**src/rtl/umem_pkg.sv**
```systemverilog
// umem_pkg: shared types and default widths for the unified memory arbiter.
//   umem_state_e  : arbiter FSM state encoding
//   UMEM_ADDR_W   : default byte address width
//   UMEM_DATA_W   : default word width
package umem_pkg;

  localparam int UMEM_ADDR_W = 32;
  localparam int UMEM_DATA_W = 32;

  typedef enum logic [1:0] {
    IDLE  = 2'b00,
    FETCH = 2'b01,
    DATA  = 2'b10
  } umem_state_e;

endpackage

```
**src/rtl/umem_fetch_buf.sv**
```systemverilog
// umem_fetch_buf: one-entry buffer holding the last completed, unkilled
// fetch, plus the address compare used for a buffer hit. Only instantiated
// when UMEM_ARB_FETCH_BUF_EN is defined.
// Ports:
//   clk, reset_n    clock, async active-low reset (clears the valid bit)
//   fill            capture {mem_addr, fill_data} as the new entry
//   fill_data       instruction returned by memory
//   inval           store completing at mem_addr; drop the entry on a match
//   mem_addr        address of the access currently completing
//   lookup_addr     fetch address to compare against the entry
//   hit, hit_data   entry valid and matching, and its stored instruction
module umem_fetch_buf
  import umem_pkg::*;
#(
  parameter int ADDR_W = UMEM_ADDR_W,
  parameter int DATA_W = UMEM_DATA_W
) (
  input  logic              clk,
  input  logic              reset_n,
  input  logic              fill,
  input  logic [DATA_W-1:0] fill_data,
  input  logic              inval,
  input  logic [ADDR_W-1:0] mem_addr,
  input  logic [ADDR_W-1:0] lookup_addr,
  output logic              hit,
  output logic [DATA_W-1:0] hit_data
);

  logic              buf_valid;
  logic [ADDR_W-1:0] buf_addr;
  logic [DATA_W-1:0] buf_data;

  always_ff @(posedge clk or negedge reset_n) begin
    if (!reset_n) begin
      buf_valid <= 1'b0;
      buf_addr  <= '0;
      buf_data  <= '0;
    end else if (fill) begin
      buf_valid <= 1'b1;
      buf_addr  <= mem_addr;
      buf_data  <= fill_data;
    end else if (inval && (mem_addr == buf_addr)) begin
      buf_valid <= 1'b0;
    end
  end

  assign hit      = buf_valid && (lookup_addr == buf_addr);
  assign hit_data = buf_data;

endmodule

```
**src/rtl/umem_arbiter.sv**
```systemverilog
// umem_arbiter: shares one single-ported instruction/data memory between
// the Fetch and Memory stages. Data accesses win over fetches; each access
// is a MemReq/MemAck handshake, and stall requests go to the hazard unit.
// Optional feature macro: UMEM_ARB_FETCH_BUF_EN adds a one-entry fetch
// buffer (umem_fetch_buf) that answers repeated fetches without memory.
// Ports:
//   clk, reset_n                      clock, async active-low reset
//   FetchReq/FetchAddr/FetchKill      fetch request, address, PC redirect
//   FetchValid/FetchRdata             fetch completion pulse and data
//   DataReq/DataWe/DataAddr/DataWdata load/store request from Memory stage
//   DataValid/DataRdata               data completion pulse and load data
//   StallFetchReq/StallMemReq         unserved-request stalls (combinational)
//   MemReq/MemWe/MemAddr/MemWdata     memory request, held until MemAck
//   MemAck/MemRdata                   memory completion strobe and read data
//
// state | meaning
// IDLE  | no access in flight; arbitrate pending requests
// FETCH | instruction read in flight, waiting for MemAck
// DATA  | load/store in flight, waiting for MemAck
module umem_arbiter
  import umem_pkg::*;
#(
  parameter int ADDR_W = UMEM_ADDR_W,
  parameter int DATA_W = UMEM_DATA_W
) (
  input  logic              clk,
  input  logic              reset_n,
  input  logic              FetchReq,
  input  logic [ADDR_W-1:0] FetchAddr,
  input  logic              FetchKill,
  output logic              FetchValid,
  output logic [DATA_W-1:0] FetchRdata,
  input  logic              DataReq,
  input  logic              DataWe,
  input  logic [ADDR_W-1:0] DataAddr,
  input  logic [DATA_W-1:0] DataWdata,
  output logic              DataValid,
  output logic [DATA_W-1:0] DataRdata,
  output logic              StallFetchReq,
  output logic              StallMemReq,
  output logic              MemReq,
  output logic              MemWe,
  output logic [ADDR_W-1:0] MemAddr,
  output logic [DATA_W-1:0] MemWdata,
  input  logic              MemAck,
  input  logic [DATA_W-1:0] MemRdata
);

  umem_state_e state;
  logic        killed;
  logic        fetch_pend;
  logic        data_pend;
  logic        buf_hit;
  logic [DATA_W-1:0] buf_data;

  // A request whose Valid pulse is showing this cycle is already served;
  // the requester still holds Req during that cycle, so it must not be
  // re-issued from IDLE.
  assign fetch_pend = FetchReq & ~FetchValid;
  assign data_pend  = DataReq & ~DataValid;

  assign StallFetchReq = fetch_pend;
  assign StallMemReq   = data_pend;

`ifdef UMEM_ARB_FETCH_BUF_EN
  logic buf_fill;
  logic buf_inval;

  assign buf_fill  = (state == FETCH) && MemAck && !killed && !FetchKill;
  assign buf_inval = (state == DATA) && MemAck && MemWe;

  umem_fetch_buf #(
    .ADDR_W (ADDR_W),
    .DATA_W (DATA_W)
  ) u_fetch_buf (
    .clk         (clk),
    .reset_n     (reset_n),
    .fill        (buf_fill),
    .fill_data   (MemRdata),
    .inval       (buf_inval),
    .mem_addr    (MemAddr),
    .lookup_addr (FetchAddr),
    .hit         (buf_hit),
    .hit_data    (buf_data)
  );
`else
  assign buf_hit  = 1'b0;
  assign buf_data = '0;
`endif

  always_ff @(posedge clk or negedge reset_n) begin
    if (!reset_n) begin
      state      <= IDLE;
      killed     <= 1'b0;
      MemReq     <= 1'b0;
      MemWe      <= 1'b0;
      MemAddr    <= '0;
      MemWdata   <= '0;
      FetchValid <= 1'b0;
      FetchRdata <= '0;
      DataValid  <= 1'b0;
      DataRdata  <= '0;
    end else begin
      FetchValid <= 1'b0;
      DataValid  <= 1'b0;
      case (state)
        IDLE: begin
          if (data_pend) begin
            state    <= DATA;
            MemReq   <= 1'b1;
            MemWe    <= DataWe;
            MemAddr  <= DataAddr;
            MemWdata <= DataWdata;
          end else if (fetch_pend) begin
            if (buf_hit) begin
              FetchValid <= 1'b1;
              FetchRdata <= buf_data;
            end else begin
              state    <= FETCH;
              MemReq   <= 1'b1;
              MemWe    <= 1'b0;
              MemAddr  <= FetchAddr;
              MemWdata <= '0;
            end
          end
        end
        FETCH: begin
          if (MemAck) begin
            state  <= IDLE;
            MemReq <= 1'b0;
            killed <= 1'b0;
            // A kill landing in the ack cycle drops the response as well.
            if (!killed && !FetchKill) begin
              FetchValid <= 1'b1;
              FetchRdata <= MemRdata;
            end
          end else if (FetchKill) begin
            killed <= 1'b1;
          end
        end
        DATA: begin
          if (MemAck) begin
            state     <= IDLE;
            MemReq    <= 1'b0;
            DataValid <= 1'b1;
            if (!MemWe) begin
              DataRdata <= MemRdata;
            end
          end
        end
        default: begin
          state  <= IDLE;
          MemReq <= 1'b0;
        end
      endcase
    end
  end

endmodule

```
**config.mk**
```make
export PLATFORM = sky130hd
export DESIGN_NAME = umem_arbiter
export DESIGN_NICKNAME = d
export VERILOG_FILES = /design/src/rtl/umem_pkg.sv /design/src/rtl/umem_fetch_buf.sv /design/src/rtl/umem_arbiter.sv
export SDC_FILE = /design/constraint.sdc
export NUM_CORES = 1
export LEC_CHECK = 0
export ABC_AREA = 1
export BUFFER_PORTS_ARGS = -buffer_cell sky130_fd_sc_hd__buf_4
export CORE_UTILIZATION = 42
export DETAILED_ROUTE_END_ITERATION = 10
export GPL_ROUTABILITY_DRIVEN = 0
export PLACE_DENSITY = 0.76
export REMOVE_ABC_BUFFERS = 1
export SLEW_MARGIN = 20
export SYNTH_ARGS = -nofsm -noshare
export SYNTH_HDL_FRONTEND = slang
export SYNTH_SLANG_ARGS = --single-unit
```
**constraint.sdc**
```tcl
create_clock -name clk -period 1.4 [get_ports clk]
set_input_delay 0.42 -clock clk [delete_from_list [all_inputs] [get_ports clk]]
set_output_delay 0.42 -clock clk [all_outputs]
set_load 0.02 [all_outputs]
```
## Yosys cells after proc, flatten, opt, wreduce, memory -nomap -nowiden

Cells that the tools add are included.

- Flip-flop bits (word level): 135
- Input port bits: 135
- Output and inout bits: 134
- Word-level logic and storage cells: 52

- Equal/unequal tests: 4
- Mux-type cells: 21
- Bitwise operators: 5
- Reduce and logical (&&, ||, !) cells: 12

Operators with widths:

| cell | count |
|---|---|
| 32-bit two-way mux | 4 |
| 1-bit two-way mux | 12 |
| 2-bit two-way mux | 3 |
| 2-bit AND reduction | 3 |
| 3-bit AND reduction | 2 |
| 2-bit one-hot mux with 2 select lines | 1 |
| 2-bit nonzero test | 2 |
| 3-bit inequality test (second input constant) | 1 |
| 1-bit NOT | 3 |
| 1-bit AND | 2 |
| 2-bit by 1-bit == test with 1-bit output (second input constant) | 1 |
| 2-bit == test (second input constant) | 1 |
| 1-bit logical NOT | 2 |
| 2-bit logical NOT | 1 |
| 2-bit by 1-bit inequality test with 1-bit output (second input constant) | 1 |
| 1-bit one-hot mux with 2 select lines | 1 |
| 2-bit OR reduction | 1 |
| 1-bit logical AND | 1 |

## Longest topological paths before layout

Gate-level depths: netlist (run 1).

- Word-level depth: 5
- Depth in mapped cells: 8
- Depth with buffers taken out: 6

## Least setup slack after synthesis (run 1)

OpenSTA, ideal clock, no wires.

- Path kind: register -> output
- Start: register DataValid
- End: output StallMemReq
- Arrival time: 1.007 ns
- Required time: 0.980 ns
- Slack: -0.027 ns
- Cell stages (with the launch flop): 5
- Buffers on the path: 1
- Cell sequence: dfrtp_1 -> inv_2 -> nand2_8 -> buf_2 -> inv_1

- Cells in the longest elaborated chain, start to end: 2

Ends and longest elaborated chain:

| element | line | RTL |
|---|---|---|
| from (decl) | umem_arbiter.sv:37 | `output logic DataValid,` |
| from (signal assigned) | umem_arbiter.sv:101 | `DataValid <= 1'b0;` |
| from (signal assigned) | umem_arbiter.sv:105 | `DataValid <= 1'b0;` |
| from (signal assigned) | umem_arbiter.sv:145 | `DataValid <= 1'b1;` |
| 1-bit NOT | umem_arbiter.sv:60 | `assign data_pend = DataReq & ~DataValid;` |
| 1-bit AND | umem_arbiter.sv:60 |  |
| to (decl) | umem_arbiter.sv:40 | `output logic StallMemReq,` |

No other way between the ends.

## Worst setup path in the final report (run 1)

Ends and elaborated chain as after synthesis.

==> results of run 1 <==
## cell type report
| class | count | area (sq um) |
|---|---|---|
| Multi-Input combinational cell | 447 | 2460 |
| Sequential cell | 135 | 3380 |
| Tap cell | 176 | 220 |
| Clock buffer | 21 | 470 |
| Inverter | 43 | 161 |
| Fill cell | 814 | 2780 |
| Timing Repair Buffer | 381 | 3670 |
| Clock inverter | 10 | 95.1 |
## path summary, 6_finish.rpt
kind / startpoint / end / slack, ns / cells past startpoint
max: DataValid / StallMemReq / -0.16 / 4
min: DataWdata[6] / MemWdata[6] / 0.21 / 3
max reg2reg: state[0] / DataRdata[14] / -0.15 / 7
min in group asynchronous: reset_n / DataRdata[16] / 0.43 / 2
min reg2reg: MemWdata[30] / MemWdata[30] / 0.47 / 2
max in group asynchronous: reset_n / FetchRdata[19] / 0.42 / 3
## sequential cells by signal (all words and copies together), names as in the netlist
register    cells
DataRdata      32
DataValid       1
FetchRdata     32
FetchValid      1
MemAddr        32
MemReq          1
MemWdata       32
MemWe           1
killed          1
state           2
## routing by layer
layer / wire length, microns / vias to the layer above / GRT usage (%)
met5: 0 / - / 0
met4: 756 / 0 / 9.57
met3: 1850 / 62 / 7.19
met2: 11700 / 320 / 45.1
met1: 8170 / 3011 / 30.7
li1: - / 2819 / -
## cells by family after synthesis
group	Yosys count	synth area share [%]
buf+inv	84	7.44
compound gates	66	5.79
fa+ha+maj	3	0.658
simple gates	376	26.9
flops	135	59.2
## through the flow
stage | util (%) | total power, uW | hold WS [ns] | setup slack, ns
final | 79.0 | 25500 | 0.213 | -0.156
after global routing | 79.0 | 26700 | 0.206 | -0.217
after CTS | 69.3 | 22100 | 0.195 | -0.177
after detailed placement | 59.9 | 15900 | 0.296 | -0.225
after global placement | 59.9 | 15700 | 0.296 | -0.119
after floorplan | - | 11300 | 0.124 | -0.844
## report_power, final
group          total (uW)  switching [uW]  internal, uW  leakage [uW]
Combinational       14100            7100          7010       0.00370
Clock                4290            1710          2580      0.000276
Sequential           7130            1450          5680       0.00171
## placed cells by master (no fill, tap or decap), drive strengths merged
master,count
inv,45
clkinvlp,2
clkbuf,27
dlygate4sd3,1
nand2,305
bufinv,1
buf,374
nor2,3
a21oi,1
dfrtp,135
nand4,1
nand3,68
or2,1
ha,3
o21ai,65
clkinv,5
## worst reg2reg max path: stages, from the launching register on
cell and delay [ns]:
dfrtp_1 0.39, inv_2 0.08, buf_6 0.10, ha_4 0.12, nand2_4 0.04, or2_4 0.34
buf_16 0.22, o21ai_1 0.19
## repair_timing
item                       4_1_cts  5_1_grt
cloned                          11       10
hold endpoints to repair        19        0
pin swaps                        9       11
resized for setup               96      187
setup endpoints to repair       88      226
hold buffers                     1        0
buffers inserted                13       59
==> out/metrics.cfg, run 1 <==
[critical_path]
cpMaxStageDelayCell = dfrtp_1
cp_top_family = flip-flops
critPathMaxStageDelay_ns = 0.39
cp_num_buf_inv = 3
startpoint_type = flip-flop
crit_chain = inv_2 -> nand2_8 -> inv_2 -> buf_6
crit_fanout = 3
cp-end-kind = output port
crit_type = reg -> out
crit_arrival_ns = 1.14
crit_path_frequent_cell = inv_2
crit_required_ns = 0.98

[sta]
setup_tns_ns = -4.00
fin_crit_sh_pct = 111
skew_ns = 0.0132
rsz0062_at_grt = yes
finalHoldViolations = 0
setup_ws_ns = -0.156
final-setup-viol-count = 77
period_needed_ns = 1.56
slew_headroom_pct = 77.8
max_freq_mhz = 643
tightest_slew_ns = 0.333
finalMaxSlewViolations = 0

[cts]
clk_pin_slew_worst_paths_ns = 0.05
h-tree-depth = 4
cts_buffers = 17
insertion_delay_ns = 0.41
clockBufferDepth = 2
tritoncts = yes
clkSinkCount = 135
cts_root_buf = clkbuf_16

[floorplan]
die_w_microns = 119
die_h_microns = 119
initial_core_util_pct = 43.1
dieArea_sq_um = 14100
core_sq_um = 13200
num_rows = 42
io_pins = 269

[drt]
wirelength_microns = 22500
wire_per_inst_microns = 18.5
first_pass_iters = 6
drt-initial-drc-count = 348
via_per_inst = 5.12
detail-route-antenna-nets = 0
vias = 6212
post-route-drc-count = 0

[power]
max-vdd-ir-drop_uv = 1700
p_per_area_nw_per_um2 = 2440
power_leakage_uw = 0.00568

[yosys]
ys_warn_count = 0
synth.area.top_cells = dfrtp_1 59%, nand2_1 20%, nand3_1 5.9%
synth_edf_count = 0
mappedNetlistArea_sq_um = 5700
yosysTopAreaCellShare_pct = 59.2
synthArstFlopShare_pct = 100
yosysUniqueCellTypes = 21
synth_commonest_cells = 302 x nand2_1, 135 x dfrtp_1, 67 x nand3_1
yosysTopAreaCell = dfrtp_1
synthFlopType = dfrtp_1
ys_ff_latch = 135
ys_seq_area_share_pct = 59.2
synth_cells = 664
synth_most_common_cell = nand2_1
avgSynthCellArea_sq_um = 8.59

[layout]
fin_nets = 1163
final_area_sq_um = 10500
final_layout_size_suffix_gt1_share_pct = 50.9
diodes = 0
stdcell_count = 1213
area_growth_pct = 83.4

[grt]
grt_max_degree = 50
grt_pass1_vias = 5574
grt_pass1_wl_microns = 28300
antenna_found_initial = 0
grt-ovfl-total = 0
grt_usage_pct = 26.0

[place]
place_area_sq_um = 7940
place_hpwl_microns = 11300
dp.cells = 1091
port_buffers = 268

[run_status]
status = finished, violations left
violations = setup timing

[hold_path]
min_path_type = in -> reg

[flow_run]
cap_violations = 0

Power figures use the tool's default switching activity.
==> run 2: changes to the inputs <==
PLACE_DENSITY = 0.73   (was 0.76)
SLEW_MARGIN = default   (was 20)
clock period = 2 ns   (was 1.4 ns; I/O delays follow)
==> run 2 against run 1 <==
Effect of this change:
- the flow now finishes without violations
- flip-flop and latch count did not move
- sequential share of layout area rose by 8.0 points
- sequential power fell by 35%
- critical path type unchanged
==> out/metrics.cfg, run 2 (synthesis gave the netlist of run 1 again) <==
[power]
p_per_area_nw_per_um2 = 1640
max-vdd-ir-drop_uv = 953
power_uw = 13700
power_leakage_uw = 0.00478

[drt]
first_pass_iters = 5
via_per_inst = 4.62
wire_per_inst_microns = 14.0
detail-route-antenna-nets = 0
wirelength_microns = 15600
post-route-drc-count = 0
drt-initial-drc-count = 301
vias = 5134

[cts]
postCtsSetupRepairBufs = 0
clkSinkCount = 135
cts_root_buf = clkbuf_16
insertion_delay_ns = 0.40
cts_hold_buf = 0
clk_pin_slew_worst_paths_ns = 0.06
clockBufferDepth = 2
cts_resized = 0
cts_buffers = 17
h-tree-depth = 4
tritoncts = yes

[sta]
max_freq_mhz = 528
finalMaxSlewViolations = 0
tightest_slew_ns = 0.761
timing.hold.ws_ns = 0.115
slew_headroom_pct = 49.2
setup_tns_ns = 0
finalHoldViolations = 0
period_needed_ns = 1.89
skew_ns = 0.00796
fin_crit_sh_pct = 94.6
final-setup-viol-count = 0
rsz0062_at_grt = no

[floorplan]
die_w_microns = 119
io_pins = 269
num_rows = 42
initial_core_util_pct = 43.1
dieArea_sq_um = 14100
core_sq_um = 13200
die_h_microns = 119

[critical_path]
crit_fanout = 3
crit_required_ns = 1.40
crit_arrival_ns = 1.29
startpoint_type = flip-flop
cp-end-kind = output port
crit_type = reg -> out

[grt]
grt_max_degree = 65
grtUsageMet2_pct = 35.2
grt_util_met3_pct = 7.92
grt_pass1_wl_microns = 25000
grt_usage_pct = 22.8
busiest_layer = met2
grt_pass1_vias = 4853
antenna_found_initial = 0
grtUsageMet1_pct = 29.3
grt-ovfl-total = 0

[layout]
fin_nets = 1061
final_layout_size_suffix_gt1_share_pct = 34.0
final_cell_mix = 302 x nand2_1, 275 x buf_4, 135 x dfrtp_1
area_growth_pct = 47.0
diodes = 0
final_common_cell = nand2_1

[flow_run]
cap_violations = 0

[hold_path]
min_path_type = in -> async

[place]
port_buffers = 268
place_hpwl_microns = 11300

[run_status]
status = finished, final reports clean

-- run 2: layer usage --
metal | wire [microns] | share of wire [%]
met1 | 6640 | 43
met2 | 7190 | 46
met3 | 1380 | 8.9
met4 | 363 | 2.3
met5 | 0 | 0
-- run 2: worst paths after layout --
check / from / end / slack [ns] / cells after the start
min in group clk: DataWdata[9] / MemWdata[9] / 0.39 / 3
min reg2reg: MemWdata[30] / MemWdata[30] / 0.47 / 2
max in group asynchronous: reset_n / DataRdata[6] / 1.32 / 2
min: reset_n / FetchRdata[3] / 0.11 / 1
max: FetchValid / StallFetchReq / 0.11 / 4
max reg2reg: state[0] / MemWdata[25] / 0.36 / 7
-- run 2: layout make-up --
class	count	area (sq um)
sequential	135	3380
inverter	43	161
fill	1175	4860
multi-input combinational	445	1910
timing repair buffer	281	2180
tap	176	220
clock buffer	21	470
clock inverter	10	71.3
-- run 2: where the power goes --
part / internal, uW / leakage (uW) / switching (uW)
sequential: 3970 / 0.00171 / 693
combinational: 2500 / 0.00280 / 3740
clock: 1680 / 0.000270 / 1130
total: 8160 / 0.00478 / 5570
-- run 2: per-stage QoR --
step	cells	worst slack, ns	utilization (%)	area, sq um
after global routing	1111	0.0232	63.3	8380
after detailed placement	1080	0.208	59.2	7840
final	1111	0.107	63.3	8380
after CTS	1111	0.0571	63.3	8380
after global placement	1080	0.199	59.2	7840
after floorplan	623	-0.244	-	5440
-- run 2: worst max-delay path, stage by stage (launching register included) --
cell and delay [ns]:
dfrtp_1 0.38, inv_1 0.05, nand2_1 0.14, inv_1 0.16, buf_4 0.16
==> run 3: changes to the inputs <==
CORE_UTILIZATION = 50   (was 42)
MAX_ROUTING_LAYER = met4   (was default)
PLACE_DENSITY = 0.85   (was 0.73)
==> run 3 against run 2 <==
Effect of this change:
- flip-flop and latch count stayed put
- critical path depth stayed put
- wire length is 2.1% higher
- sequential share of layout area is 0.078 points lower
- critical endpoint is now StallMemReq
- die area is 16% lower
- largest power group unchanged
- via count is 4.3% higher
- final cell count is 3.0% lower
- clock skew is 0.0022 ns higher
- maximum frequency is 0.41% higher
- sequential power is 1% higher
- global-route usage is 5.1 points higher
- core utilization is 13 points higher
==> out/metrics.cfg, run 3 (synthesis gave the netlist of run 1 again) <==
[grt]
grt_pass1_wl_microns = 24200
grt_usage_pct = 27.9
grt_pass1_vias = 5071
grt_max_degree = 66
grt-ovfl-total = 0
antenna_found_initial = 0

[floorplan]
io_pins = 269
die_w_microns = 109
num_rows = 38
initial_core_util_pct = 51.9
die_h_microns = 109
dieArea_sq_um = 11800
core_sq_um = 11000

[layout]
final_cell_mix = 302 x nand2_1, 277 x buf_4, 135 x dfrtp_1
fillers = 793
final_common_cell = nand2_1
area_growth_pct = 47.3
fin_nets = 1064
diodes = 0
final_layout_size_suffix_gt1_share_pct = 34.3

[critical_path]
crit_fanout = 23
critPathMaxStageDelay_ns = 0.40
crit_arrival_ns = 1.28
cp_top_family = flip-flops
rr_startpoint = state[1]
cp-end-kind = output port
startpoint_type = flip-flop
crit_required_ns = 1.40
cpMaxStageDelayCell = dfrtp_1
crit_start = DataValid
crit_chain = inv_2 -> nand2_8 -> inv_1 -> buf_4
cp_num_buf_inv = 3
crit_type = reg -> out

[drt]
wire_per_inst_microns = 14.8
post-route-drc-count = 0
detail-route-antenna-nets = 0
via_per_inst = 4.97
drt-initial-drc-count = 256
first_pass_iters = 6
wirelength_microns = 15900
vias = 5356

[cts]
clkSinkCount = 135
cts_resized = 0
cts_root_buf = clkbuf_16
tritoncts = yes
cts_hold_buf = 0
cts_buffers = 17
insertion_delay_ns = 0.41
clk_pin_slew_worst_paths_ns = 0.06
postCtsSetupRepairBufs = 0
clockBufferDepth = 2
h-tree-depth = 4

[hold_path]
min_path_type = in -> async

[power]
clockPowerShare_pct = 21.0
p_per_area_nw_per_um2 = 1670
seq_power_share_pct = 33.7
sw_frac_of_total_pct = 40.6
intPower_uw = 8320
power_leakage_uw = 0.00480
combPwrFrac_pct = 45.2
max-vdd-ir-drop_uv = 1030
netSwitchingPower_uw = 5680

[sta]
timing.hold.ws_ns = 0.0912
skew_ns = 0.0102
tightest_slew_ns = 0.549
fin_crit_sh_pct = 94.2
rsz0062_at_grt = no
slew_headroom_pct = 63.4
final-setup-viol-count = 0
period_needed_ns = 1.88
max_freq_mhz = 531
setup_tns_ns = 0
finalMaxSlewViolations = 0
finalHoldViolations = 0

[flow_run]
cap_violations = 0

[place]
place_hpwl_microns = 11300
port_buffers = 268

[run_status]
status = finished, final reports clean

## run 3: worst paths after layout
| check | to | slack (ns) | cells after the start |
|---|---|---|---|
| setup / recovery | StallMemReq | 0.12 | 4 |
| setup reg to reg | FetchRdata[4] | 0.46 | 5 |
| hold / removal | DataRdata[9] | 0.09 | 1 |
| min in group clk | MemWdata[20] | 0.39 | 3 |
| hold reg to reg | MemWdata[21] | 0.47 | 2 |
| max in group asynchronous | DataRdata[6] | 1.38 | 2 |
## run 3: power groups by stage
| stage | clock network (uW) | logic (uW) | registers [uW] |
|---|---|---|---|
| final | 2950 | 6330 | 4720 |
| after CTS | 2980 | 6390 | 4720 |
| after floorplan | 0 | 1840 | 6100 |
| after global placement | 0 | 6220 | 4670 |
| after global routing | 3120 | 6880 | 4850 |
| after detailed placement | 0 | 6360 | 4700 |
## run 3: layout make-up
type	instances	area [sq um]	area share, %
flip-flops and latches	135	3380	40.2
repair buffers	284	2210	26.3
multi-input cells	445	1910	22.7
clock buffers	20	467	5.56
well taps	140	175	2.09
inverters	43	161	1.92
clock inverters	11	101	1.21
## run 3: metal layers
layer | global-route usage (%) | vias to the layer above | part of all wire, %
met1 | 32.9 | 2476 | 39
met4 | 11.8 | 0 | 2.1
li1 | - | 2604 | -
met2 | 44.4 | 252 | 49
met5 | - | - | 0
met3 | 8.43 | 24 | 9.2
## run 3: worst register-to-register path, cell delays in order, from the launching register on
cell and delay (ns):
dfrtp_1 0.37, inv_1 0.07, ha_1 0.22, nand3_2 0.08
buf_4 0.46, o21ai_0 0.20
## run 3: stage by stage
step	total power [uW]	cell area, sq um	setup slack (ns)	util (%)	std cells
final	14000	8400	0.115	76.5	1078
after global routing	14800	8400	0.0532	76.5	1078
after detailed placement	11100	7830	0.300	71.3	1047
after floorplan	7940	5440	-0.244	-	623
after CTS	14100	8400	0.0839	76.5	1078
after global placement	10900	7830	0.301	71.3	1047
